[src/rtl/i2c_reg_sequencer.sv]
// i2c_reg_sequencer: drives an OpenCores-style i2c_master core over its 8-bit
// register port. It programs the prescaler, enables the core, and then runs
// single-byte register write/read transactions for a host, reporting NACK and
// poll timeouts.
module i2c_reg_sequencer #(
    parameter logic [15:0] PRESCALE   = 16'd39,
    parameter int          POLL_LIMIT = 1023
) (
    input  logic       i_clk,
    input  logic       i_reset_n,
    input  logic       i_req,
    input  logic       i_rw,
    input  logic [6:0] i_dev_addr,
    input  logic [7:0] i_reg_addr,
    input  logic [7:0] i_wdata,
    output logic       o_busy,
    output logic       o_done,
    output logic [1:0] o_err,
    output logic [7:0] o_rdata,
    output logic       o_ren,
    output logic       o_wren,
    output logic [2:0] o_addr,
    output logic [7:0] o_data,
    input  logic [7:0] i_data,
    input  logic       i_data_val,
    input  logic       i_done
);

    localparam int               CNT_W     = $clog2(POLL_LIMIT + 2);
    localparam logic [CNT_W-1:0] CNT_LIMIT = CNT_W'(POLL_LIMIT);

    // Core register map
    localparam logic [2:0] REG_PRERLO = 3'd0;
    localparam logic [2:0] REG_PRERHI = 3'd1;
    localparam logic [2:0] REG_CTR    = 3'd2;
    localparam logic [2:0] REG_TXRX   = 3'd3;
    localparam logic [2:0] REG_CRSR   = 3'd4;

    // Command / control byte values
    localparam logic [7:0] CTR_EN         = 8'h80;
    localparam logic [7:0] CR_STA_WR      = 8'h90;
    localparam logic [7:0] CR_WR          = 8'h10;
    localparam logic [7:0] CR_STO_WR      = 8'h50;
    localparam logic [7:0] CR_RD_NACK_STO = 8'h68;
    localparam logic [7:0] CR_STO         = 8'h40;

    localparam logic [1:0] ERR_OK      = 2'b00;
    localparam logic [1:0] ERR_NACK    = 2'b01;
    localparam logic [1:0] ERR_TIMEOUT = 2'b10;

    typedef enum logic [3:0] {
        S_INIT_PRLO,
        S_INIT_PRHI,
        S_INIT_CTR,
        S_IDLE,
        S_TXR,
        S_CR,
        S_POLL,
        S_RXR,
        S_ABORT,
        S_FINISH
    } state_e;

    state_e           state_q, state_d;
    logic             issued_q, issued_d;   // a bus op is outstanding
    logic [1:0]       step_q, step_d;       // byte index within the transaction
    logic             rw_q, rw_d;
    logic [6:0]       dev_q, dev_d;
    logic [7:0]       reg_q, reg_d;
    logic [7:0]       wdata_q, wdata_d;
    logic [CNT_W-1:0] cnt_q, cnt_d;
    logic             tip_q, tip_d;
    logic             rxack_q, rxack_d;
    logic [1:0]       err_code_q, err_code_d;
    logic             busy_q, busy_d;
    logic             done_q, done_d;
    logic [1:0]       err_q, err_d;
    logic [7:0]       rdata_q, rdata_d;
    logic             ren_q, ren_d;
    logic             wren_q, wren_d;
    logic [2:0]       addr_q, addr_d;
    logic [7:0]       data_q, data_d;

    logic       want_wr, want_rd;
    logic [2:0] op_addr;
    logic [7:0] op_data;
    logic [7:0] txr_byte, cr_byte;
    logic       op_done, sr_tip, sr_rxack;

    assign op_done  = issued_q && i_done;
    // SR may arrive in the same cycle as i_done, so prefer the live value.
    assign sr_tip   = i_data_val ? i_data[1] : tip_q;
    assign sr_rxack = i_data_val ? i_data[7] : rxack_q;

    // TXR and CR bytes for the current transaction step
    always_comb begin
        txr_byte = 8'h00;
        cr_byte  = CR_RD_NACK_STO;
        case (step_q)
            2'd0: begin
                txr_byte = {dev_q, 1'b0};
                cr_byte  = CR_STA_WR;
            end
            2'd1: begin
                txr_byte = reg_q;
                cr_byte  = CR_WR;
            end
            2'd2: begin
                txr_byte = rw_q ? {dev_q, 1'b1} : wdata_q;
                cr_byte  = rw_q ? CR_STA_WR : CR_STO_WR;
            end
            default: begin
                txr_byte = 8'h00;
                cr_byte  = CR_RD_NACK_STO;
            end
        endcase
    end

    // Next-state and output logic
    always_comb begin
        // NOTE: every variable gets a default first so no path leaves one unassigned (no latches).
        state_d    = state_q;
        issued_d   = issued_q;
        step_d     = step_q;
        rw_d       = rw_q;
        dev_d      = dev_q;
        reg_d      = reg_q;
        wdata_d    = wdata_q;
        cnt_d      = cnt_q;
        tip_d      = tip_q;
        rxack_d    = rxack_q;
        err_code_d = err_code_q;
        busy_d     = busy_q;
        done_d     = 1'b0;
        err_d      = err_q;
        rdata_d    = rdata_q;
        ren_d      = 1'b0;
        wren_d     = 1'b0;
        addr_d     = addr_q;
        data_d     = data_q;
        want_wr    = 1'b0;
        want_rd    = 1'b0;
        op_addr    = addr_q;
        op_data    = data_q;

        if (op_done) begin
            issued_d = 1'b0;
        end

        case (state_q)
            S_INIT_PRLO: begin
                want_wr = 1'b1;
                op_addr = REG_PRERLO;
                op_data = PRESCALE[7:0];
                if (op_done) state_d = S_INIT_PRHI;
            end
            S_INIT_PRHI: begin
                want_wr = 1'b1;
                op_addr = REG_PRERHI;
                op_data = PRESCALE[15:8];
                if (op_done) state_d = S_INIT_CTR;
            end
            S_INIT_CTR: begin
                want_wr = 1'b1;
                op_addr = REG_CTR;
                op_data = CTR_EN;
                if (op_done) begin
                    busy_d  = 1'b0;
                    state_d = S_IDLE;
                end
            end
            S_IDLE: begin
                // Hold off for the o_done cycle so a new request lands one cycle later.
                if (i_req && !done_q) begin
                    rw_d       = i_rw;
                    dev_d      = i_dev_addr;
                    reg_d      = i_reg_addr;
                    wdata_d    = i_wdata;
                    busy_d     = 1'b1;
                    err_d      = ERR_OK;
                    err_code_d = ERR_OK;
                    step_d     = 2'd0;
                    state_d    = S_TXR;
                end
            end
            S_TXR: begin
                want_wr = 1'b1;
                op_addr = REG_TXRX;
                op_data = txr_byte;
                if (op_done) state_d = S_CR;
            end
            S_CR: begin
                want_wr = 1'b1;
                op_addr = REG_CRSR;
                op_data = cr_byte;
                if (op_done) begin
                    cnt_d   = '0;
                    state_d = S_POLL;
                end
            end
            S_POLL: begin
                want_rd = 1'b1;
                op_addr = REG_CRSR;
                if (issued_q && i_data_val) begin
                    tip_d   = i_data[1];
                    rxack_d = i_data[7];
                end
                if (op_done) begin
                    cnt_d = cnt_q + 1'b1;
                    if (sr_tip) begin
                        if (cnt_q >= CNT_LIMIT) begin
                            err_code_d = ERR_TIMEOUT;
                            state_d    = S_ABORT;
                        end
                    end else if (step_q != 2'd3 && sr_rxack) begin
                        err_code_d = ERR_NACK;
                        state_d    = S_ABORT;
                    end else if (!rw_q && step_q == 2'd2) begin
                        state_d = S_FINISH;
                    end else if (step_q == 2'd3) begin
                        state_d = S_RXR;
                    end else begin
                        step_d  = step_q + 2'd1;
                        // The final read byte has no TXR load, only a command.
                        state_d = (step_q == 2'd2) ? S_CR : S_TXR;
                    end
                end
            end
            S_RXR: begin
                want_rd = 1'b1;
                op_addr = REG_TXRX;
                if (issued_q && i_data_val) rdata_d = i_data;
                if (op_done) state_d = S_FINISH;
            end
            S_ABORT: begin
                want_wr = 1'b1;
                op_addr = REG_CRSR;
                op_data = CR_STO;
                if (op_done) state_d = S_FINISH;
            end
            S_FINISH: begin
                done_d  = 1'b1;
                busy_d  = 1'b0;
                err_d   = err_code_q;
                state_d = S_IDLE;
            end
            default: state_d = S_INIT_PRLO;
        endcase

        // Issue a new op only when none is outstanding; the cycle that sees
        // i_done clears issued, so the next pulse comes a cycle later.
        if (!issued_q && (want_wr || want_rd)) begin
            wren_d   = want_wr;
            ren_d    = want_rd;
            addr_d   = op_addr;
            data_d   = op_data;
            issued_d = 1'b1;
        end
    end

    // State and output registers with asynchronous reset
    always_ff @(posedge i_clk or negedge i_reset_n) begin
        if (!i_reset_n) begin
            state_q    <= S_INIT_PRLO;
            issued_q   <= 1'b0;
            step_q     <= 2'd0;
            rw_q       <= 1'b0;
            dev_q      <= 7'd0;
            reg_q      <= 8'd0;
            wdata_q    <= 8'd0;
            cnt_q      <= '0;
            tip_q      <= 1'b0;
            rxack_q    <= 1'b0;
            err_code_q <= ERR_OK;
            busy_q     <= 1'b1;
            done_q     <= 1'b0;
            err_q      <= ERR_OK;
            rdata_q    <= 8'd0;
            ren_q      <= 1'b0;
            wren_q     <= 1'b0;
            addr_q     <= 3'd0;
            data_q     <= 8'd0;
        end else begin
            // NOTE: non-blocking assignments so every flop samples pre-edge values.
            state_q    <= state_d;
            issued_q   <= issued_d;
            step_q     <= step_d;
            rw_q       <= rw_d;
            dev_q      <= dev_d;
            reg_q      <= reg_d;
            wdata_q    <= wdata_d;
            cnt_q      <= cnt_d;
            tip_q      <= tip_d;
            rxack_q    <= rxack_d;
            err_code_q <= err_code_d;
            busy_q     <= busy_d;
            done_q     <= done_d;
            err_q      <= err_d;
            rdata_q    <= rdata_d;
            ren_q      <= ren_d;
            wren_q     <= wren_d;
            addr_q     <= addr_d;
            data_q     <= data_d;
        end
    end

    assign o_busy  = busy_q;
    assign o_done  = done_q;
    assign o_err   = err_q;
    assign o_rdata = rdata_q;
    assign o_ren   = ren_q;
    assign o_wren  = wren_q;
    assign o_addr  = addr_q;
    assign o_data  = data_q;

endmodule

[config.mk]
export PLATFORM = sky130hd
export DESIGN_NAME = i2c_reg_sequencer
export DESIGN_NICKNAME = d
export VERILOG_FILES = /design/src/rtl/i2c_reg_sequencer.sv
export SDC_FILE = /design/constraint.sdc
export NUM_CORES = 1
export LEC_CHECK = 0
export BUFFER_PORTS_ARGS = -buffer_cell sky130_fd_sc_hd__buf_4
export CORE_ASPECT_RATIO = 0.5
export CORE_UTILIZATION = 35
export DETAILED_ROUTE_END_ITERATION = 16
export SLEW_MARGIN = 20
export SYNTH_ARGS = -nofsm -noshare
export SYNTH_HDL_FRONTEND = slang
export SYNTH_SLANG_ARGS = --single-unit
[constraint.sdc]
create_clock -name i_clk -period 2.83 [get_ports i_clk]
set_input_delay 0.566 -clock i_clk [delete_from_list [all_inputs] [get_ports i_clk]]
set_output_delay 0.566 -clock i_clk [all_outputs]
set_load 0.1 [all_outputs]
==> impl_metrics.env <==
export IMPL_die_x_um=146.6
export IMPL_dieArea_um2=10890
export IMPL_multi_input_area_um2=1735
export IMPL_synth_nets=387
export IMPL_fin_crit_ns=2.184
export IMPL_dr_total_vias=2886
export IMPL_grt_pass1_wl_um=14340
export IMPL_drt_wl_total_um=8644
export IMPL_slew_viol_final=0
export IMPL_fin_crit_sh_pct=77.16
export IMPL_total_power_uw=6269
export IMPL_first_global_vias=2715
export IMPL_reg2reg_slack_ns=0.65
export IMPL_worstPathArrival_ns=2.43
export IMPL_avgSynthCellArea_um2=10.63
export IMPL_post_drt_wl_per_cell_um=15.89
export IMPL_syn2layout_area_growth_pct=25.21
export IMPL_relSlewSlack_pct=39.58
export IMPL_hp_class="input port to async pin"
export IMPL_fill_cells=922
export IMPL_cellLeakagePower_uw=0.002029
export IMPL_yosys_warnings=0
export IMPL_numCtsBuffers=9
export IMPL_yosysTopAreaCell="dfrtp_1"
export IMPL_ys_seq_elements=71
export IMPL_hpwlAfterDp_um=6110
export IMPL_rr_worst_depth=7
export IMPL_timing_rr_end="step_q[0]"
export IMPL_cts_hold_buf=0
export IMPL_finalHoldViolations=0
export IMPL_io_pins=62
export IMPL_insertion_delay_ns=0.34
export IMPL_cp_start_kind="flip-flop"
export IMPL_skew_ns=0.004242
export IMPL_cp_cell_sequence="inv_1 > ha_1 > nor2b_1 > nor3b_1 > o21ai_1 > o21ai_0 > o31ai_1"
export IMPL_placement_io_buffers=61
export IMPL_h_tree_depth=3
export IMPL_ir_drop_v=0.0005828
export IMPL_num_antenna_cells=0
export IMPL_antenna_found_initial=0
export IMPL_track_usage_pct=17.35
export IMPL_synthDominantCellAreaShare_pct=47.90
export IMPL_row_count=25
export IMPL_root_buffer="clkbuf_16"
export IMPL_ys_seq_area_share_pct=48.61
export IMPL_synthFlopType="dfrtp_1"
export IMPL_power_density_nw_per_um2=1369
export IMPL_place_congestion=0.8279
export IMPL_clock_sinks=71
export IMPL_setup_slack_ns=0.6465
export IMPL_setup_viol=0
export IMPL_drive_above_1_share_pct=27.63
export IMPL_worst_pin_slew_ns=0.9063
export IMPL_vias_per_cell=5.305
export IMPL_status="finished clean"
export IMPL_synth_edf_count=0
export IMPL_ys_types=59
export IMPL_synthTopCellsByArea="dfrtp_1 (48%), mux2_1 (6.2%), mux2_2 (4.3%)"
export IMPL_timing_fmax_mhz=458.0
export IMPL_drc=0
export IMPL_grt_start_max_net_pins=72
export IMPL_cts_setup_buffers=0
export IMPL_die_h_um=74.28
export IMPL_async_flop_share_pct=100.0
export IMPL_crit_type="flip-flop to flip-flop"
export IMPL_layout_nets=447
export IMPL_cp_max_fo=11
export IMPL_dr_pass1_iters=4
export IMPL_grt_overflow=0
export IMPL_rsz0062_at_grt="false"
export IMPL_drv_cap=0
export IMPL_drtIter0Drc=145
export IMPL_cts_tree="yes"
export IMPL_synthCells=344
export IMPL_cts_buffer_depth=2
export IMPL_regArea_um2=1778
export IMPL_antenna_left=0
export IMPL_cp_slowest_cell="nor2b_1"
export IMPL_fin_tns_setup_ns=0
export IMPL_path_clk_slew_ns=0.06
export IMPL_syn_area_um2=3657
export IMPL_r2r_start="step_q[0]"
export IMPL_start_util_pct=37.35
export IMPL_max_stage_delay_ns=0.67
export IMPL_dp_slack_ns=0.6721
export IMPL_crit_path_end_kind="flip-flop"
export IMPL_critPathRequiredTime_ns=3.08
export IMPL_coreArea_um2=9791
export IMPL_cts_resized=0
==> layout by cell type (no fill, tap or decap), drive strengths merged, types with 4 or more instances in the layout <==
| cell type | count |
|---|---|
| nand2 | 18 |
| clkbuf | 9 |
| o21ai | 35 |
| nor2 | 20 |
| nand3 | 7 |
| a21oi | 21 |
| mux2 | 38 |
| buf | 71 |
| a31oi | 6 |
| o22a | 4 |
| nor3 | 12 |
| a22oi | 5 |
| a222oi | 5 |
| o21a | 4 |
| mux2i | 5 |
| clkinv | 5 |
| nor2b | 4 |
| ha | 6 |
| or2 | 4 |
| dfrtp | 70 |
| nand2b | 4 |
| inv | 9 |
| a22o | 4 |
==> worst max-delay path, delay by kind of cell, from the launching register on <==
family | cells | cell delay [ns]
buffers and inverters | 1 | 0.11
AND/OR/NAND/NOR | 2 | 0.80
flip-flops | 1 | 0.44
AO/OA/AOI/OAI | 3 | 0.53
adder cells (fa/ha/maj) | 1 | 0.21
==> how the worst max path moves through the flow <==
stage | start | cells past startpoint | end | slack [ns]
floorplan | o_done | 5 | dev_q[0] | 0.58
global placement | state_q[2] | 5 | state_q[2] | 0.67
detailed placement | state_q[2] | 3 | o_rdata[4] | 0.67
CTS | state_q[2] | 3 | o_rdata[4] | 0.66
global route | state_q[2] | 5 | cnt_q[0] | 0.45
finish | step_q[0] | 7 | step_q[0] | 0.65
==> Yosys cell counts, drive strengths merged, types with 2 or more instances <==
master,number
nor3b,3
nand4bb,2
clkinv,2
o21a,4
inv,9
mux2,38
a21oi,21
o22a,4
ha,6
a221o,2
nand2,18
or2,4
mux2i,5
buf,6
and3,2
nand3,7
o32ai,2
and4,2
o31ai,2
a222oi,5
dfrtp,70
a31oi,6
a32oi,2
a22oi,5
a21o,3
clkbuf,16
a22o,4
o22ai,3
or3,2
nor3,12
nor2b,4
nand2b,4
o21ai,35
nor2,20
==> state kept, by name, summed over array words and instances (netlist names) <==
register	count
issued_q	1
step_q	2
state_q	4
o_busy	1
dev_q	7
o_wren	1
o_rdata	8
o_ren	1
o_done	1
o_data	8
o_addr	3
err_code_q	2
wdata_q	8
tip_q	1
cnt_q	11
o_err	2
rw_q	1
reg_q	8
rxack_q	1
==> cell type report <==
| class | instances | share of cell area, % |
|---|---|---|
| Inverter | 11 | 0.9016 |
| Timing Repair Buffer | 71 | 11.64 |
| Clock buffer | 9 | 4.918 |
| Multi-Input combinational cell | 240 | 37.90 |
| Tap cell | 135 | 3.689 |
| Sequential cell | 71 | 38.83 |
| Clock inverter | 7 | 2.131 |
==> per-layer routing <==
metal | wire length [um] | share of wire [%] | GRT usage (%)
met4 | 135 | 1.6 | 6.713
met5 | 0 | 0 | 0
met3 | 358 | 4.1 | 5.215
met1 | 4339 | 50 | 24.36
met2 | 3811 | 44 | 25.29
==> kinds of logic (layout without fill, tap and decap cells) <==
kind of cell             after synthesis  in the layout  share of synthesized area, %
AO/OA/AOI/OAI                        107            107                         19.26
adder cells (fa/ha/maj)                6              6                         2.053
buffers and inverters                 33             98                         3.934
flip-flops                            71             71                         48.61
multiplexers                          43             43                         13.48
AND/OR/NAND/NOR                       84             84                         12.66
==> per-stage QoR <==
stage          hold slack [ns]  instance area (um^2)  instances  utilization, %
5_1_grt                 0.4268                  4579        544           46.77
6_report                0.3539                  4579        544           46.77
3_3_place_gp            0.4748                  4257        528           43.48
2_1_floorplan           0.2704                  3657        344               -
3_5_place_dp            0.4762                  4257        528           43.48
4_1_cts                 0.3869                  4579        544           46.77
==> power by group <==
part	internal (uW)	switching, uW	total [uW]
clock	772	448	1220
combinational	1050	2130	3180
sequential	1460	410	1870
total	3280	2990	6270
No activity file was read; power rests on OpenSTA's default activity.
